--- config.mk ---
export PLATFORM = sky130hd
export DESIGN_NAME = ofm_byte_packer
export DESIGN_NICKNAME = d
export VERILOG_FILES = /design/src/rtl/ofm_byte_packer.sv
export SDC_FILE = /design/constraint.sdc
export NUM_CORES = 1
export LEC_CHECK = 0
export BUFFER_PORTS_ARGS = -buffer_cell sky130_fd_sc_hd__clkbuf_2
export CAP_MARGIN = 20
export CORE_MARGIN = 4
export CORE_UTILIZATION = 45
export CTS_BUF_LIST = sky130_fd_sc_hd__clkbuf_4 sky130_fd_sc_hd__clkbuf_8
export DETAILED_ROUTE_END_ITERATION = 10
export GPL_ROUTABILITY_DRIVEN = 0
export PLACE_DENSITY_LB_ADDON = 0.2
export SLEW_MARGIN = 5
export SYNTH_ARGS = -nofsm -noshare
export SYNTH_HDL_FRONTEND = slang
export SYNTH_SLANG_ARGS = --single-unit
--- constraint.sdc ---
create_clock -name clk -period 2.4 [get_ports clk]
set_input_delay 0.24 -clock clk [delete_from_list [all_inputs] [get_ports clk]]
set_output_delay 0.24 -clock clk [all_outputs]
set_load 0.05 [all_outputs]
--- src/rtl/ofm_byte_packer.sv ---
`default_nettype none
// ============================================================================
// Module   : ofm_byte_packer
// Purpose  : Collects signed activation bytes and packs LANES bytes per word.
//            Each packed word leaves with its OFM buffer word address and
//            byte strobes. A start pulse begins a tile, and done pulses after
//            the tile's last word has been written.
// Options  : OFM_ZERO_COUNT_EN adds the zero_count output, which counts the
//            accepted zero bytes in the current tile.
// Revision : 1.0 - initial release
// ============================================================================
module ofm_byte_packer #(
    parameter int DATA_WIDTH = 8,
    parameter int WORD_WIDTH = 32,
    parameter int ADDR_WIDTH = 12,
    parameter int CNT_WIDTH  = 16
) (
    input  logic                             clk,
    input  logic                             rst_n,
    input  logic                             start,
    input  logic [ADDR_WIDTH-1:0]            base_addr,
    input  logic [CNT_WIDTH-1:0]             tile_bytes,
    input  logic                             in_valid,
    input  logic [DATA_WIDTH-1:0]            in_data,
    output logic                             in_ready,
    output logic                             out_valid,
    output logic [WORD_WIDTH-1:0]            out_data,
    output logic [WORD_WIDTH/DATA_WIDTH-1:0] out_strb,
    output logic [ADDR_WIDTH-1:0]            out_addr,
    input  logic                             out_ready,
    output logic                             busy,
    output logic                             done
`ifdef OFM_ZERO_COUNT_EN
    ,
    output logic [CNT_WIDTH-1:0]             zero_count
`endif
);

    localparam int LANES = WORD_WIDTH / DATA_WIDTH;
    localparam int PTR_W = (LANES > 1) ? $clog2(LANES) : 1;

    typedef enum logic [1:0] {
        S_IDLE  = 2'd0,
        S_PACK  = 2'd1,
        S_DRAIN = 2'd2,
        S_DONE  = 2'd3
    } state_t;

    state_t                  r_state;
    logic                    r_busy;
    logic                    r_done;
    logic [CNT_WIDTH-1:0]    r_remaining;
    logic [PTR_W-1:0]        r_ptr;
    logic [WORD_WIDTH-1:0]   r_acc;
    logic [LANES-1:0]        r_strb;
    logic                    r_out_valid;
    logic [WORD_WIDTH-1:0]   r_out_data;
    logic [LANES-1:0]        r_out_strb;
    logic [ADDR_WIDTH-1:0]   r_out_addr;

    logic                    w_start_ok;
    logic                    w_out_stall;
    logic                    w_out_fire;
    logic                    w_in_ready;
    logic                    w_accept;
    logic                    w_last_byte;
    logic                    w_word_done;
    logic [WORD_WIDTH-1:0]   w_acc_next;
    logic [LANES-1:0]        w_strb_next;

    assign w_start_ok  = start & (r_state == S_IDLE);
    assign w_out_stall = r_out_valid & ~out_ready;
    assign w_out_fire  = r_out_valid & out_ready;
    // A pending, stalled word blocks intake, so the output register is never overwritten
    assign w_in_ready  = (r_state == S_PACK) & ~w_out_stall;
    assign w_accept    = in_valid & w_in_ready;
    assign w_last_byte = (r_remaining == CNT_WIDTH'(1));
    assign w_word_done = w_accept & (w_last_byte | (r_ptr == PTR_W'(LANES - 1)));

    // Merge the incoming byte into its lane; this is the word as it stands after this accept
    always_comb begin
        w_acc_next  = r_acc;
        w_strb_next = r_strb;
        for (int i = 0; i < LANES; i++) begin
            if (r_ptr == PTR_W'(i)) begin
                w_acc_next[i*DATA_WIDTH +: DATA_WIDTH] = in_data;
                w_strb_next[i]                         = 1'b1;
            end
        end
    end

    // Tile control FSM with registered busy/done
    always_ff @(posedge clk or negedge rst_n) begin
        if (!rst_n) begin
            r_state     <= S_IDLE;
            r_busy      <= 1'b0;
            r_done      <= 1'b0;
            r_remaining <= '0;
        end else begin
            r_done <= 1'b0;
            case (r_state)
                S_IDLE: begin
                    if (start) begin
                        r_remaining <= tile_bytes;
                        r_busy      <= 1'b1;
                        if (tile_bytes != '0) begin
                            r_state <= S_PACK;
                        end else begin
                            r_state <= S_DONE;
                            r_done  <= 1'b1;
                        end
                    end
                end
                S_PACK: begin
                    if (w_accept) begin
                        r_remaining <= r_remaining - CNT_WIDTH'(1);
                        if (w_last_byte) begin
                            r_state <= S_DRAIN;
                        end
                    end
                end
                S_DRAIN: begin
                    if (w_out_fire) begin
                        r_state <= S_DONE;
                        r_done  <= 1'b1;
                    end
                end
                default: begin
                    r_state <= S_IDLE;
                    r_busy  <= 1'b0;
                end
            endcase
        end
    end

    // Byte accumulation, output word register and word address
    always_ff @(posedge clk or negedge rst_n) begin
        if (!rst_n) begin
            r_acc       <= '0;
            r_strb      <= '0;
            r_ptr       <= '0;
            r_out_valid <= 1'b0;
            r_out_data  <= '0;
            r_out_strb  <= '0;
            r_out_addr  <= '0;
        end else begin
            if (w_start_ok) begin
                r_out_addr <= base_addr;
                r_acc      <= '0;
                r_strb     <= '0;
                r_ptr      <= '0;
            end else if (w_out_fire) begin
                r_out_addr <= r_out_addr + ADDR_WIDTH'(1);
            end

            if (w_word_done) begin
                // Completed word goes straight to the output register; unfilled lanes stay zero
                r_out_valid <= 1'b1;
                r_out_data  <= w_acc_next;
                r_out_strb  <= w_strb_next;
                r_acc       <= '0;
                r_strb      <= '0;
                r_ptr       <= '0;
            end else begin
                if (w_out_fire) begin
                    r_out_valid <= 1'b0;
                end
                if (w_accept) begin
                    r_acc  <= w_acc_next;
                    r_strb <= w_strb_next;
                    r_ptr  <= r_ptr + PTR_W'(1);
                end
            end
        end
    end

`ifdef OFM_ZERO_COUNT_EN
    logic [CNT_WIDTH-1:0] r_zero_count;

    // Saturating count of zero bytes accepted in the current tile
    always_ff @(posedge clk or negedge rst_n) begin
        if (!rst_n) begin
            r_zero_count <= '0;
        end else if (w_start_ok) begin
            r_zero_count <= '0;
        end else if (w_accept && (in_data == '0) && (r_zero_count != '1)) begin
            r_zero_count <= r_zero_count + CNT_WIDTH'(1);
        end
    end

    assign zero_count = r_zero_count;
`endif

    assign in_ready  = w_in_ready;
    assign out_valid = r_out_valid;
    assign out_data  = r_out_data;
    assign out_strb  = r_out_strb;
    assign out_addr  = r_out_addr;
    assign busy      = r_busy;
    assign done      = r_done;

endmodule
`default_nettype wire

==> run metrics, run 1 <==
RSZ-0062 raised after global routing false; grt total ovfl 0; Final ANT Viol Nets 0; core area around 11000 µm²; CP startpoint kind register; most numerous cell in the Yosys netlist dfrtp_1; crit-path max FO 34; syn_area_per_cell ~10 µm²; width of the die approximately 110 µm; Hold EP out_addr[6]; Synth area leader dfrtp_1; hold crit path type in2reg; # nets final between 600 and 700; synth warn 0; Port Buf Inserts 92; cell count after synthesis about 500; DR iter-0 viols between 300 and 400; Clock Path Buffers 2; crit-path cells inv_1 > ha_1 > buf_4 > and2_1 > clkbuf_2; Detail Placement HPWL 8370 µm; fillers roughly 1000; Post-synth EDFFs 0; CP Capture Type primary output; Resize count post-CTS 0; Tot Pwr 0.00720 W; status completed; worst vdd ir 0.654 mV; endpoints failing setup 0; Num CTS Buffers 9; RR Endpoint r_remaining[0]; Tot GR Track Use between 10% and 20%; Worst-path clk slew ~0.1 ns; antenna violations before repair 0; Critical Path Max Stage Delay about 0.42 ns; Internal approximately 0.0038 W; Fin Setup TNS 0 ns; clock share of power around 15%; power per standard cell area roughly 1200 nW/µm²; Max-slew headroom between 50% and 60%; Hold Startpoint base_addr[6]; #FFs+latches synth roughly 110; Worst Path Arrival about 1.9 ns; Via density around 5.5; R2R depth 6; Switch Pwr approximately 0.0034 W; asr flop ratio synth 100%; Antenna diodes 0; die height around 110 µm; top cells by area, synth dfrtp_1 (53%), mux2i_1 (7.1%), o21ai_0 (5.3%); CP required 2.16 ns; syn_nets about 550; Routed WL roughly 12000 µm; num rows 38; clk root buf clkbuf_8; via count of the first global-routing pass a little under 4000; Wirelength per Cell 16.2 µm; flop-to-flop setup slack between 0.3 and 0.4 ns; sw frac between 40% and 50%; clock skew 0.0131 ns; H-tree depth 3; first-pass GRT wire length a little under 20000 µm; area share of the largest cell type after synthesis between 50% and 60%; slowest CP cell dfrtp_1; Initial Util a little under half; synthesized cell area around 5000 µm²; Final WS setup between 0.2 and 0.3 ns; ratio of cells with drive above 1 in the final layout roughly 23%; Cell variety after synth 48; die area about 13000 µm²; Setup crit start r_state[1]; Hold Vio Cnt, Final 0; Placement Setup Slack between 0.3 and 0.4 ns; worst slew pin tran around 0.7 ns; CP Class reg2out; Max Slew Vio Count 0; Comb pwr share a little under half; final period utilization between 80 and 90%; drt pass-1 iters 5; minimum clock period about 2.1 ns; Hold Path Depth 3; Seq pwr share between 30% and 40%; Leak Pwr ~2.8 nW; largest net degree at the start of global routing 55; sequential area share after synthesis a little over half; Max-Cap Viols 0; worst r2r src r_state[0]; clk_lat worst skew approximately 0.4 ns; ys flop type dfrtp_1; most frequent cells after synthesis dfrtp_1 (107), nand2_1 (54), o21ai_0 (54); highest clock rate roughly 0.47 GHz; DRC 0; Area Overhead vs Synth 15.7%; clk sinks approximately 110; Vias around 4000; I/O Pins 93; CTS tree done
-- layout make-up --
type / count / area [µm²] / share of cell area (%)
Clock buffer: 9 / 124 / 2.11
Clock inverter: 7 / 62.6 / 1.06
Inverter: 14 / 52.6 / 0.893
Multi-Input combinational cell: 349 / 2230 / 37.9
Sequential cell: 107 / 2680 / 45.5
Tap cell: 140 / 175 / 2.98
Timing Repair Buffer: 105 / 563 / 9.57
-- registers in the layout (all words and copies together), names as in the netlist --
name	cells
out_data	32
r_acc	32
r_remaining	16
out_addr	12
out_strb	4
r_strb	4
r_ptr	2
r_state	2
busy	1
done	1
out_valid	1
-- worst max-delay path by stage --
stage	cells after the start	slack, ns	end
6_report	5	0.29	in_ready
2_1_floorplan	7	0.42	r_acc[0]
3_3_place_gp	6	0.41	r_remaining[11]
4_1_cts	5	0.27	in_ready
5_1_grt	6	0.15	r_remaining[0]
3_5_place_dp	6	0.36	r_remaining[0]
-- cell usage in the layout, fill, tap and decap left out, drive strengths merged, types with 8 or more instances in the layout --
master / count
clkbuf: 100
a22o: 24
inv: 16
nor2: 38
nor4: 8
xor2: 8
o21ai: 58
nor2b: 10
a21oi: 30
nand4: 9
dfrtp: 107
ha: 11
mux2i: 36
nand2: 55
nand3: 11
buf: 13
-- worst max-delay path, delay by kind of cell (launching register included) --
kind / cells / cell delay (ns)
and+or+nand+nor: 1 / 0.18
adders and majority gates: 1 / 0.19
buffers and inverters: 3 / 0.69
DFF: 1 / 0.42
-- repair_timing --
action,CTS,global route
hold buffers,1,0
buffers inserted,0,0
endpoints found under the hold margin,35,0
-- kinds of logic after synthesis --
logic type / count (synthesis) / share of synthesized area [%]
AND/OR/NAND/NOR: 153 / 15.0
adder cells (fa/ha/maj): 11 / 2.71
buffers and inverters: 38 / 3.54
flip-flops: 107 / 52.7
XOR/XNOR: 11 / 1.89
multiplexers: 37 / 7.31
AO/OA/AOI/OAI: 137 / 16.9
-- per-stage QoR --
| stage | hold WS [ns] | util [%] | instance area [µm²] | std cells |
|---|---|---|---|---|
| 6_report | 0.0923 | 53.8 | 5880 | 731 |
| 3_3_place_gp | 0.406 | 52.0 | 5690 | 714 |
| 2_1_floorplan | -0.0556 | - | 5080 | 494 |
| 4_1_cts | 0.0699 | 53.8 | 5880 | 731 |
| 3_5_place_dp | 0.414 | 52.0 | 5690 | 714 |
| 5_1_grt | 0.0842 | 53.8 | 5880 | 731 |
-- metal layers --
layer	track usage [%]	vias to the layer above	part of all wire (%)
met3	5.39	12	6.9
met1	26.4	1919	46
li1	-	1937	-
met4	4.12	0	0.76
met5	0	-	0
met2	29.5	126	46
-- power by group through the flow --
stage	combinational, W	sequential, W	clock (W)
after global routing	0.00368	0.00285	0.00119
after CTS	0.00340	0.00277	0.00110
final	0.00337	0.00278	0.00105
after floorplan	0.00189	0.00347	0
after detailed placement	0.00339	0.00280	0
after global placement	0.00332	0.00278	0
No activity file was read; power rests on OpenSTA's default activity.
==> run 2, diff against run 1 <==
--- a/config.mk
+++ b/config.mk
@@ -13,6 +13,7 @@
 export DETAILED_ROUTE_END_ITERATION = 10
 export GPL_ROUTABILITY_DRIVEN = 0
 export PLACE_DENSITY_LB_ADDON = 0.2
+export SETUP_SLACK_MARGIN = 0.4
 export SLEW_MARGIN = 5
 export SYNTH_ARGS = -nofsm -noshare
 export SYNTH_HDL_FRONTEND = slang
==> run 2 against run 1 <==
  * Core utilization is 1.5 points higher
  * Via count is 1.6% higher
  * Clock skew hardly changed
  * Global-route usage hardly changed
  * Largest cell class unchanged
  * Register-to-register slack better by 0.10 ns
==> run metrics, run 2 (synthesis gave the netlist of run 1 again) <==
Routed WL 12200 µm (+3.4%); width of the die 114 µm (unchanged); Vias 4059 (+1.6%); Area Overhead vs Synth 18.9%; worst slew pin tran 0.690 ns (-0.00318 ns); CP startpoint kind register; Setup crit end in_ready; Max Slew Vio Count 0 (unchanged); ratio of cells with drive above 1 in the final layout 24.5% (+1.4 points); Register Area 2680 µm² (unchanged); Cells after DPL 714 (unchanged); antenna violations before repair 0 (unchanged); fillers 979 (-2.2%); Final ANT Viol Nets 0 (unchanged); DRC 0 (unchanged); largest net degree at the start of global routing 55 (unchanged); Port Buf Inserts 92 (unchanged); Max-slew headroom 54.0% (+0.21 points); commonest non-fill, non-tap cells in the layout dfrtp_1 (107), clkbuf_2 (90), nand2_1 (54), o21ai_0 (54), nor2_1 (38); H-tree depth 3 (unchanged); Hold Vio Cnt, Final 0 (unchanged); drt pass-1 iters 5 (unchanged); Worst Path Arrival 1.73 ns (-0.14 ns); die area 13100 µm² (unchanged); num rows 38 (unchanged); Tot GR Track Use 18.9% (+0.023 points); clock skew 0.0133 ns (+0.000257 ns); minimum clock period 1.97 ns (-0.142 ns); Post-Place Cell Area 5690 µm² (unchanged); core area 10900 µm² (unchanged); # nets final 642 (+0.63%); clk root buf clkbuf_8; Setup crit start r_state[1]; Util after Layout 55.3% (+1.5 points); clk_lat worst skew 0.39 ns (about the same); leading cell type in the layout, fill and taps excluded dfrtp_1; CP Class reg2out; die height 114 µm (unchanged); Via density 5.52 (+1.1%); worst vdd ir 0.654 mV (about the same); RSZ-0062 raised after global routing true; via count of the first global-routing pass 3878 (+0.26%); design area 6050 µm² (+2.8%); highest clock rate 0.508 GHz (+7.2%); slowest CP cell dfrtp_1; Layout Cells excl Fill 735 (+0.55%); I/O Pins 93 (unchanged); status completed; Multi-input gate area 2330 µm² (+4.5%); Detail Placement HPWL 8370 µm (unchanged); power per standard cell area 1230 nW/µm² (+0.68%); worst r2r src r_remaining[3]; Worst-path clk slew 0.10 ns (about the same); Initial Util 46.5% (unchanged); flop-to-flop setup slack 0.46 ns (+0.10 ns); Wirelength per Cell 16.6 µm (+2.8%); crit-path cells inv_1 > ha_2 > buf_12 > and2_1 > clkbuf_4; CTS tree done; RR Endpoint r_remaining[14]; first-pass GRT wire length 19600 µm (+0.25%); Clock Path Buffers 2 (unchanged); Critical Path Max Stage Delay 0.42 ns (about the same); final period utilization 82.1% (-5.9 points); endpoints failing setup 0 (unchanged); CP Capture Type primary output; Max-Cap Viols 0 (unchanged); CP required 2.16 ns (about the same); Leak Pwr 2.84 nW (+1.9%); grt total ovfl 0 (unchanged); DR iter-0 viols 356 (+2.3%); Num CTS Buffers 9 (unchanged); crit-path max FO 17 (-50%); Fin Setup TNS 0 ns (unchanged); clk sinks 107 (unchanged); hold crit path type in2reg; Antenna diodes 0 (unchanged); R2R depth 6 (unchanged)
==> run 2: changes by cell type in the layout (fill, tap and decap cells not counted), sizes merged <==
cell    change
clkbuf      +1
buf         +3
==> run 2: routing by layer <==
| layer | GRT usage [%] | wire, µm | up-vias |
|---|---|---|---|
| met4 | 4.12 | 102 | 0 |
| li1 | - | - | 1946 |
| met5 | 0 | 0 | - |
| met3 | 5.39 | 770 | 11 |
| met1 | 26.4 | 5570 | 1977 |
| met2 | 29.5 | 5800 | 125 |
==> run 2: what timing repair did <==
item / in CTS / in global routing
setup buffers: 0 / 3
pin swaps: 1 / 2
resized for setup: 4 / 18
endpoints found under the hold margin: 35 / 0
cloned: 0 / 1
setup endpoints to repair: 20 / 72
hold buffers: 1 / 0
==> run 2: layout make-up <==
type | instances | share of cell area, %
clock buffers | 9 | 2.05
repair buffers | 109 | 10.4
multi-input cells | 349 | 38.5
inverters | 14 | 0.869
clock inverters | 7 | 1.03
well taps | 140 | 2.90
flip-flops and latches | 107 | 44.3
==> run 2: through the flow <==
| step | hold WS (ns) | setup WS, ns | power [W] |
|---|---|---|---|
| 3_5_place_dp | 0.414 | 0.356 | 0.00619 |
| 2_1_floorplan | -0.0556 | 0.423 | 0.00537 |
| 3_3_place_gp | 0.406 | 0.406 | 0.00610 |
| 6_report | 0.0906 | 0.431 | 0.00746 |
| 5_1_grt | 0.0842 | 0.342 | 0.00797 |
| 4_1_cts | 0.0699 | 0.336 | 0.00730 |
==> run 2: how the worst min path moves through the flow <==
| stage | slack, ns | startpoint | depth (start not counted) | to |
|---|---|---|---|---|
| final | 0.09 | base_addr[6] | 3 | out_addr[6] |
| after global routing | 0.08 | base_addr[8] | 3 | out_addr[8] |
| after CTS | 0.07 | base_addr[6] | 3 | out_addr[6] |
| after detailed placement | 0.41 | rst_n | 2 | r_remaining[3] |
| after global placement | 0.41 | rst_n | 2 | r_remaining[3] |
| after floorplan | -0.06 | rst_n | 0 | busy |
==> run 2: critical path, delay by kind of cell (launching register included) <==
| family | cells | cell delay [ns] |
|---|---|---|
| DFF | 1 | 0.42 |
| adders and majority gates | 1 | 0.30 |
| and+or+nand+nor | 1 | 0.13 |
| buffers and inverters | 3 | 0.50 |
==> run 2: power by group <==
group / switching, W / internal (W) / total, W
clock network: 0.000660 / 0.000395 / 0.00105
registers: 0.000482 / 0.00232 / 0.00281
logic: 0.00234 / 0.00126 / 0.00360
==> run 3, diff against run 2 <==
--- a/config.mk
+++ b/config.mk
@@ -5,6 +5,7 @@
 export SDC_FILE = /design/constraint.sdc
 export NUM_CORES = 1
 export LEC_CHECK = 0
+export ABC_AREA = 1
 export BUFFER_PORTS_ARGS = -buffer_cell sky130_fd_sc_hd__clkbuf_2
 export CAP_MARGIN = 20
 export CORE_MARGIN = 4
==> constraint.sdc (replaced) <==
create_clock -name clk -period 1.7 [get_ports clk]
set_input_delay 0.17 -clock clk [delete_from_list [all_inputs] [get_ports clk]]
set_output_delay 0.17 -clock clk [all_outputs]
set_load 0.05 [all_outputs]
==> run 3 against run 2 <==
  * Die area rose by 10%
  * Combinational power rose by 130%
  * Clock power rose by 74%
  * Critical path depth rose by 3
  * Clock skew rose by 0.0023 ns
  * Setup slack got worse by 0.35 ns
  * Cell area rose by 31%
  * First-iteration DRC count rose by 26%
  * Non-clock buffer count rose by 61
  * Global-route usage rose by 3.1 points
  * Highest routed layer unchanged
  * Synthesized area rose by 11%
==> run metrics, run 3 <==
endpoints failing setup 0 (unchanged); minimum clock period 1.62 ns; asr flop ratio synth 100% (unchanged); num rows 40 (+5.3%); crit-path cells ha_4 > nand2_2 > nor2_2 > nand2_2 > buf_6 > nand3_4 > clkbuf_16 > o22ai_1; antenna violations before repair 0 (unchanged); worst r2r src r_remaining[0]; Via density 5.32 (-3.7%); Hold Vio Cnt, Final 0 (unchanged); largest net degree at the start of global routing 64 (+16%); ys flop type dfrtp_1; Final ANT Viol Nets 0 (unchanged); clk_lat worst skew 0.39 ns (about the same); Max Slew Vio Count 0 (unchanged); Port Buf Inserts 92 (unchanged); most frequent cells after synthesis nand2_1 (208), dfrtp_1 (107), inv_1 (86); Post-synth EDFFs 0 (unchanged); #FFs+latches synth 107 (unchanged); ratio of cells with drive above 1 in the final layout 39.6% (+15 points); RSZ-0062 raised after global routing true; width of the die 120 µm (+5.0%); Area Overhead vs Synth 40.2%; # nets final 934 (+45%); Worst Path Arrival 1.93 ns (+0.20 ns); Placement Setup Slack -0.0311 ns (-0.388 ns); drt pass-1 iters 5 (unchanged); Initial Util 46.4% (-0.069 points); Clock Path Buffers 2 (unchanged); I/O Pins 93 (unchanged); CP delay by family, top flip-flops; commonest non-fill, non-tap cells in the layout nand2_1 (153), dfrtp_1 (95), clkbuf_2 (80); grt total ovfl 0 (unchanged); Max-slew headroom 73.6% (+20 points); final period utilization a little over nine tenths; clk root buf clkbuf_8; fillers 1012 (+3.4%); clock skew 0.0156 ns (+0.00228 ns); status completed; Util after Layout 65.1% (+9.8 points); sequential area share after synthesis 47.4% (-5.2 points); die area 14400 µm² (+10%); Wirelength per Cell 15.8 µm (-5.1%); Tot Pwr 0.0144 W (+94%); highest clock rate slightly above 0.6 GHz; syn_area_per_cell 7.75 µm² (-25%); core area 12200 µm² (+11%); cell mode on critical path nand2_2; Vias 5613 (+38%); Tot GR Track Use 22.1% (+3.1 points); clk sinks 107 (unchanged); DRC 0 (unchanged); worst slew pin tran 0.395 ns (-0.295 ns); most numerous cell in the Yosys netlist nand2_1; worst vdd ir 0.938 mV (+43%); CP Class reg2reg; CP required 2.00 ns (-0.16 ns); first-pass GRT wire length 25800 µm (+32%); syn_nets 781 (+43%); CP Capture Type register; DR iter-0 viols 447 (+26%); synthesized cell area 5650 µm² (+11%); CP startpoint kind register; slowest CP cell dfrtp_2; cell count after synthesis 729 (+48%); CTS tree done; leading cell type in the layout, fill and taps excluded nand2_1; Detail Placement HPWL 10400 µm (+24%); area share of the largest cell type after synthesis 47.4% (-5.2 points); die height 120 µm (+5.0%); top cells by area, synth dfrtp_1 (47%), nand2_1 (14%), o21ai_0 (7.2%); Routed WL 16700 µm (+36%); Worst-path clk slew 0.10 ns (about the same); Synth area leader dfrtp_1; Final WS setup 0.0758 ns (-0.355 ns); worst path bufs/invs 2 (-1); H-tree depth 3 (unchanged); Setup crit start r_remaining[0]; Hold Startpoint base_addr[0]; Critical Path Max Stage Delay 0.47 ns (+0.05 ns); Max-Cap Viols 0 (unchanged); hold crit path type in2reg; crit-path max FO 9 (-8); Leak Pwr 3.82 nW (+35%); via count of the first global-routing pass 5543 (+43%); Cells after DPL 985 (+38%); power per standard cell area 1820 nW/µm² (+48%); synth warn 0 (unchanged); Layout Cells excl Fill 1055 (+44%); Num CTS Buffers 9 (unchanged); Cell variety after synth 33 (-31%); Antenna diodes 0 (unchanged); Fin Setup TNS 0 ns (unchanged)
run 3: worst paths after layout:
check | cells past startpoint | slack [ns] | to
max in group asynchronous | 3 | 0.83 | r_strb[2]
hold reg to reg | 2 | 0.49 | out_data[30]
setup reg to reg | 8 | 0.08 | r_acc[5]
min in group asynchronous | 2 | 0.22 | r_remaining[4]
hold / removal | 3 | 0.03 | out_addr[0]
setup / recovery | 8 | 0.08 | r_acc[5]
run 3: final cells by class:
class,instances,area [µm²],share of cell area [%]
flip-flops and latches,107,2690,34.0
clock buffers,10,138,1.74
multi-input cells,501,2990,37.8
repair buffers,170,1390,17.6
clock inverters,6,93.8,1.19
inverters,91,379,4.79
well taps,168,210,2.65
repair inverters,2,20.0,0.253
run 3: per-layer routing:
layer | wire length, µm | up-vias | track usage (%) | share of wire [%]
met5 | 0 | - | 0 | 0
met1 | 6990 | 2716 | 27.9 | 42
met4 | 517 | 0 | 9.16 | 3.1
li1 | - | 2652 | - | -
met2 | 8280 | 207 | 37.5 | 50
met3 | 888 | 38 | 3.53 | 5.3
run 3: report_power, final:
part           internal [W]  total, W  switching (W)
logic               0.00322   0.00845        0.00524
clock network      0.000889   0.00183       0.000945
registers           0.00341   0.00415       0.000744
run 3: timing repair:
item | in CTS | in global routing
endpoints found under the setup margin | 110 | 114
hold endpoints to repair | 22 | 0
hold buffers | 1 | 0
resized for setup | 114 | 118
buffers inserted | 26 | 18
gates cloned | 6 | 3
pin swaps | 27 | 27
run 3: through the flow:
step / hold slack [ns] / area, µm²
5_1_grt: 0.0337 / 7920
6_report: 0.0308 / 7920
4_1_cts: 0.0167 / 7350
3_3_place_gp: 0.0993 / 6410
3_5_place_dp: 0.102 / 6410
2_1_floorplan: -0.126 / 5770
run 3: cells by family (layout without fill, tap and decap cells):
family	after synthesis	count (layout)	synth area share (%)
compound gates	148	148	15.1
xor+xnor	2	2	0.310
fa+ha+maj	11	11	2.44
buf+inv	121	279	9.68
flops	107	107	47.4
simple gates	340	340	25.0
run 3: worst register-to-register path, cell delays in order, from the launching register on:
cell	delay, ns
dfrtp_2	0.47
ha_4	0.18
nand2_2	0.07
nor2_2	0.05
nand2_2	0.12
buf_6	0.13
nand3_4	0.17
clkbuf_16	0.23
o22ai_1	0.14
